--- config.mk ---
export PLATFORM = sky130hd
export DESIGN_NAME = seq_accum_responder
export DESIGN_NICKNAME = d
export VERILOG_FILES = /design/src/rtl/seq_accum_pkg.sv /design/src/rtl/seq_accum_responder.sv
export SDC_FILE = /design/constraint.sdc
export NUM_CORES = 1
export LEC_CHECK = 0
export ABC_CLOCK_PERIOD_IN_PS = 2900
export CAP_MARGIN = 15
export CORE_ASPECT_RATIO = 0.9
export CORE_MARGIN = 8
export CORE_UTILIZATION = 30
export CTS_CLUSTER_DIAMETER = 50
export DETAILED_ROUTE_END_ITERATION = 8
export GPL_TIMING_DRIVEN = 0
export HOLD_SLACK_MARGIN = 0.1
export PLACE_DENSITY = 0.52
export RECOVER_POWER = 100
export SLEW_MARGIN = 20
export SYNTH_ARGS = -nofsm -noshare
export SYNTH_HDL_FRONTEND = slang
export SYNTH_SLANG_ARGS = --single-unit
--- constraint.sdc ---
create_clock -name clk -period 2.9 [get_ports clk]
set_clock_uncertainty 0.1 [all_clocks]
set_input_delay 0.29 -clock clk [delete_from_list [all_inputs] [get_ports clk]]
set_output_delay 0.29 -clock clk [all_outputs]
set_load 0.1 [all_outputs]
--- src/rtl/seq_accum_pkg.sv ---
// Shared types and sizing rules for the beat-qualified accumulator.
package seq_accum_pkg;

    typedef enum logic [1:0] {
        IDLE  = 2'd0,
        ACCUM = 2'd1,
        DONE  = 2'd2,
        HOLD  = 2'd3
    } accum_state_e;

    localparam int DW_DEFAULT    = 32;
    localparam int BEATS_DEFAULT = 2;

    // The beat counter must be able to hold the value BEATS itself.
    function automatic int cnt_w(input int beats);
        return $clog2(beats + 1);
    endfunction

endpackage

--- src/rtl/seq_accum_responder.sv ---
// Accumulates BEATS valid data beats per start and offers the sum on a valid/ready port.
// Define SEQ_ACCUM_SVA_EN to bind the seq_accum_responder_sva checker.
module seq_accum_responder
    import seq_accum_pkg::*;
#(
    parameter int DW    = DW_DEFAULT,
    parameter int BEATS = BEATS_DEFAULT
) (
    input  logic          clk,
    input  logic          rst_n,
    input  logic          start,
    input  logic          clear,
    input  logic [DW-1:0] data_in,
    input  logic          data_valid,
    output logic          busy,
    output logic          done,
    output logic [DW-1:0] result,
    output logic          result_valid,
    input  logic          result_ready
);

    localparam int             CW   = cnt_w(BEATS);
    localparam logic [CW-1:0]  LAST = CW'(BEATS - 1);

    accum_state_e  state, state_nxt;
    logic [DW-1:0] acc;
    logic [CW-1:0] cnt;
    logic          beat_last;

    assign beat_last = data_valid && (cnt == LAST);

    always_ff @(posedge clk or negedge rst_n) begin
        if (!rst_n) state <= IDLE;
        else        state <= state_nxt;
    end

    always_comb begin
        state_nxt = state;
        case (state)
            IDLE:  if (start) state_nxt = ACCUM;
            ACCUM: if (beat_last) state_nxt = DONE;
            DONE:  state_nxt = HOLD;
            HOLD:  if (result_ready) state_nxt = IDLE;
            default: state_nxt = IDLE;
        endcase
        if (clear) state_nxt = IDLE;
    end

    // Datapath: wraps modulo 2^DW; result only moves on the DONE cycle so it
    // is naturally stable through HOLD.
    always_ff @(posedge clk or negedge rst_n) begin
        if (!rst_n) begin
            acc    <= '0;
            cnt    <= '0;
            result <= '0;
        end else if (clear) begin
            acc    <= '0;
            cnt    <= '0;
            result <= '0;
        end else begin
            case (state)
                IDLE: if (start) begin
                    acc <= '0;
                    cnt <= '0;
                end
                ACCUM: if (data_valid) begin
                    acc <= acc + data_in;
                    cnt <= cnt + 1'b1;
                end
                DONE: result <= acc;
                default: ;
            endcase
        end
    end

    assign busy         = (state != IDLE);
    assign done         = (state == DONE);
    assign result_valid = (state == HOLD);

endmodule

`ifdef SEQ_ACCUM_SVA_EN

`endif

### Yosys cells after proc, flatten, opt, wreduce, memory -nomap -nowiden

Index checks and enable logic that the tools add are counted.

* $add $sub $neg: 2
* equality and inequality tests: 8
* muxes and demuxes: 15
* reductions and logical operators: 7

Operators by type and width (count)
* $mux 32: 5
* $pmux 32 s2: 1
* $add 32x32->32: 1
* $mux 2: 7
* $ne 3x3->1 const B: 3
* $pmux 2 s4: 1
* $reduce_and 3->1: 2
* $eq 2x1->1 const B: 2
* $eq 2x2->1 const B: 2
* $pmux 2 s2: 1
* $reduce_bool 2->1: 2
* $ne 3x2->1 const B: 1
* $reduce_bool 3->1: 1
* $add 2x1->2 const B: 1
* $logic_not 2->1: 1
* $logic_and 1x1->1: 1

* bits in registers: 68
* bits of input ports: 38
* output and inout port bits: 35
* logic and storage cells: 36

### Depth between registers and ports, before layout

* word-level depth: 5
* gate-level depth with buffers: 11
* gate-level depth less buffers: 11

### Worst setup path after synthesis

OpenSTA, ideal clock, no wires.

* kind: register to register
* start: register state[0]
* end: register acc[29]
* library setup time: 0.068 ns
* arrival time: 2.511 ns
* data required time: 2.732 ns
* setup slack: 0.221 ns
* cell stages (with the launch flop): 11
* path buffers: 0
* clock period less this slack: 2.679 ns
* cell sequence: dfrtp_1 inv_1 ha_1 inv_1 nor2_1 nor2_1 nor2_1 nor3b_1 nand3b_1 mux2i_1 a221o_1

* word-level cells in the longest chain between the ends: 3
* elaborated cells on any way between the ends: 8
* those cells by class: eq/ne (3); mux (2); reduce/logical (3)

RTL lines
* start, declared: line seq_accum_responder.sv:25 `accum_state_e state, state_nxt;`
* start signal, assigned: line seq_accum_responder.sv:34 `else state <= state_nxt;`
* $eq 2x1->1 / $logic_not 2->1 (equally long branches): line seq_accum_responder.sv:61 `case (state)`
* $ne 3x3->1 (no source line) (tied with other cells)
* $reduce_and 3->1 (no source line) / $mux 32 (equally long branches)
* end signal, assigned: line seq_accum_responder.sv:67 `acc <= acc + data_in;`
* end, declared: line seq_accum_responder.sv:26 `logic [DW-1:0] acc;`

Parallel ways exist; a longest one is shown, timed or not.
A chain may end at the register's enable or synchronous reset.

### Worst setup path in the final report

* start: register acc[0]
* end: register acc[28]

* word-level cells in the longest chain between the ends: 4

RTL lines
* $add 32x32->32: line seq_accum_responder.sv:67
* $mux 32: line seq_accum_responder.sv:66 `ACCUM: if (data_valid) begin`
* $pmux 32 s2: line seq_accum_responder.sv:61
* $mux 32: line seq_accum_responder.sv:56 `end else if (clear) begin`

No other way between the ends. The select of a mux whose other input is x is not followed.

==> results.txt <==
area of the multi-input gates: 0.00272 mm^2
CTS Buf Count: 9
Starting Density: 0.309
Internal: 0.00241 W
Synth Instances: 489
CTS max path bufs: 2
Net Sw Power: 0.00167 W
Skew-Pair Late Insertion Delay: 0.34 ns
Buffers on Ports: 71
crit path from: acc[0]
Logic pwr share: 0.466
RSZ-0062 raised after global routing: true
Placed Cells: 759
initial antenna violation count: 0
placer congestion estimate: 0.864
Placement Setup Slack: -0.412 ns
final core utilization: 0.398
most common cell after layout, fill and taps aside: dfrtp_1
Slew HR: -0.0963
Total Wirelength: 12200 um
failing checks: max-capacitance violations, max-slew violations
kind of critical path: register to register
syn avg cell area: 9.33 um^2
syn_nets: 564
vias in the first global route: 3938
Reg area: 0.00170 mm^2
status: finished with violations
CP cell instances: ha_1 -> inv_1 -> fa_1 -> nor2b_2 -> o2111ai_2 -> a21oi_2 -> o2111a_2 -> a2111o_1 -> a311oi_2 -> xor2_1 -> o21ai_1
Achievable Freq: 0.356 GHz
critical path endpoint category: register
Final setup viols: 0
synth warn: 0
Mapped Area: 0.00456 mm^2
CP bufs+invs: 1
DRT antenna net count: 0
Nets: 650
Max IR drop VDD: 290 uV
CORE AREA: 0.0148 mm^2
crit start category: register
Cell Rows: 42
Hold Path Origin: clear
chip height: 133 um
Max Cap Viol: 1
crit path DAT: 2.91 ns
first-pass GRT wire length: 20000 um
ys async rst share: 1.00
period utilisation layout: 0.967
drt via density: 4.94
post-layout min period: 2.81 ns
Final WS setup: 0.0945 ns
Area growth syn-to-layout: 28.8%
sequential area share after synthesis: 0.373
Worst-path clk slew: 0.06 ns
distinct cell type count after synthesis: 64
routed via count: 3839
WHS: 0.230 ns
CTS tree: yes
Total Routing Usage GR: 0.128
share of cells above drive strength 1: 0.0846
H-tree Lvls: 3
worst min-delay path class: primary input to register
largest net degree at the start of global routing: 40
Die Footprint: 0.0194 mm^2
max-slew violation count: 31
leakage: 2.70 nW
slowest CP cell: dfrtp_1
Non-Filler Instances: 777
switching share of power: 0.410
DRT iter0 DRCs: 199
root buf cell: clkbuf_16
Critical R2R Launch: acc[0]
Overflow after GRT: 0
CP Max Fanout: 3
PD cells: 695 mW/mm^2
clk sinks: 68
I/O Pins: 73
fillers: 1453
DRC Markers: 0
Die Wd: 146 um
dpl hpwl: 9490 um
Clock power frac: 0.246
WP data required: 3.00 ns
number of synthesized register bits: 68
final hold violations: 0
Slew @ Worst Pin: 1.64 ns
Setup TNS: 0 ns
delay-heaviest family, CP: compound AO/OA/AOI/OAI gates
Reg power frac: 0.287
drt first pass iters: 5
routed len/inst: 15.6 um
EDFF count, synth: 0
n_diodes: 0
commonest cells after routing, fill and taps aside: 68 x dfrtp_1, 57 x nor2_1, 50 x nand2_1
crit-path max cell delay: 0.40 ns
Primary FF master, synth: dfrtp_1
-- cell families (layout without fill, tap and decap cells) --
logic type               after synthesis  after routing  synth area share
AO/OA/AOI/OAI                        141            141             0.215
XOR/XNOR                              26             26            0.0499
adder cells (fa/ha/maj)               37             37             0.103
buffers and inverters                 42            132            0.0461
flip-flops                            68             68             0.373
multiplexers                          36             36            0.0793
AND/OR/NAND/NOR                      139            139             0.133
-- cell type report --
| type | count | share of cell area |
|---|---|---|
| inverters | 19 | 0.0121 |
| multi-input cells | 379 | 0.462 |
| repair buffers | 75 | 0.125 |
| flip-flops and latches | 68 | 0.290 |
| plain buffers | 23 | 0.0224 |
| well taps | 198 | 0.0422 |
| clock inverters | 2 | 0.00170 |
| clock buffers | 13 | 0.0443 |
-- timing repair --
action	CTS	global route
pin swaps	2	6
endpoints found under the hold margin	29	0
setup buffers	1	1
hold buffers	1	0
resized for setup	2	9
endpoints found under the setup margin	3	9
-- per-stage QoR --
step                      total power, W  area, um^2
final                            0.00408        5870
after global routing             0.00436        5870
after CTS                        0.00414        5840
after detailed placement         0.00309        5540
after global placement           0.00306        5520
after floorplan                  0.00262        4560
-- state kept, by name (all words and copies together) (netlist names) --
| name | count |
|---|---|
| state | 2 |
| result | 32 |
| acc | 32 |
| cnt | 2 |
-- routing by layer --
| metal | part of all wire | vias to the layer above | track usage |
|---|---|---|---|
| met3 | 0.047 | 8 | 0.0464 |
| met1 | 0.47 | 1841 | 0.159 |
| met5 | 0 | - | 0 |
| met4 | 0.0088 | 0 | 0.0329 |
| li1 | - | 1918 | - |
| met2 | 0.47 | 72 | 0.205 |
-- power by group through the flow --
stage	clock, W	combinational [W]	sequential (W)
6_report	0.00101	0.00190	0.00117
5_1_grt	0.00108	0.00209	0.00119
4_1_cts	0.00105	0.00191	0.00118
3_5_place_dp	0	0.00189	0.00119
3_3_place_gp	0	0.00187	0.00119
2_1_floorplan	0	0.00136	0.00126
-- cells in the mapped netlist (2+ instances only) --
| master | n | area, um^2 |
|---|---|---|
| a21o_1 | 13 | 97.6 |
| a2111o_1 | 2 | 22.5 |
| o21bai_1 | 8 | 60.1 |
| a21oi_2 | 3 | 26.3 |
| o2111ai_1 | 2 | 17.5 |
| a211oi_1 | 4 | 30.0 |
| o21ai_0 | 17 | 85.1 |
| or3_1 | 4 | 25.0 |
| nand3_1 | 2 | 10.0 |
| nand2b_1 | 4 | 25.0 |
| inv_1 | 19 | 71.3 |
| a221o_1 | 3 | 30.0 |
| a21oi_1 | 32 | 160 |
| nand4_1 | 5 | 31.3 |
| xor2_1 | 11 | 96.3 |
| nor2b_1 | 3 | 18.8 |
| nor3_1 | 2 | 10.0 |
| a31oi_1 | 2 | 12.5 |
| buf_4 | 2 | 15.0 |
| xnor2_1 | 15 | 131 |
| buf_6 | 6 | 67.6 |
| nand2_1 | 50 | 188 |
| ha_1 | 36 | 450 |
| dfrtp_1 | 68 | 1700 |
| nor2_1 | 57 | 214 |
| buf_1 | 3 | 11.3 |
| clkbuf_1 | 12 | 45.0 |
| mux2i_1 | 35 | 350 |
| and3_1 | 4 | 25.0 |
| o21ai_1 | 26 | 130 |
| nand3b_1 | 3 | 22.5 |
| o31ai_1 | 4 | 30.0 |
-- path summary, 6_finish.rpt --
check                           slack [ns]  depth (start not counted)   endpoint
max in group asynchronous             0.44                          3    acc[25]
worst max register to register        0.09                         11    acc[28]
worst min-delay path                  0.23                          2   state[1]
worst max-delay path                  0.09                         11    acc[28]
worst min register to register        0.39                          2     cnt[1]
min in group asynchronous             0.81                          2  result[9]
Note: power is estimated with default switching activity, not from simulation.
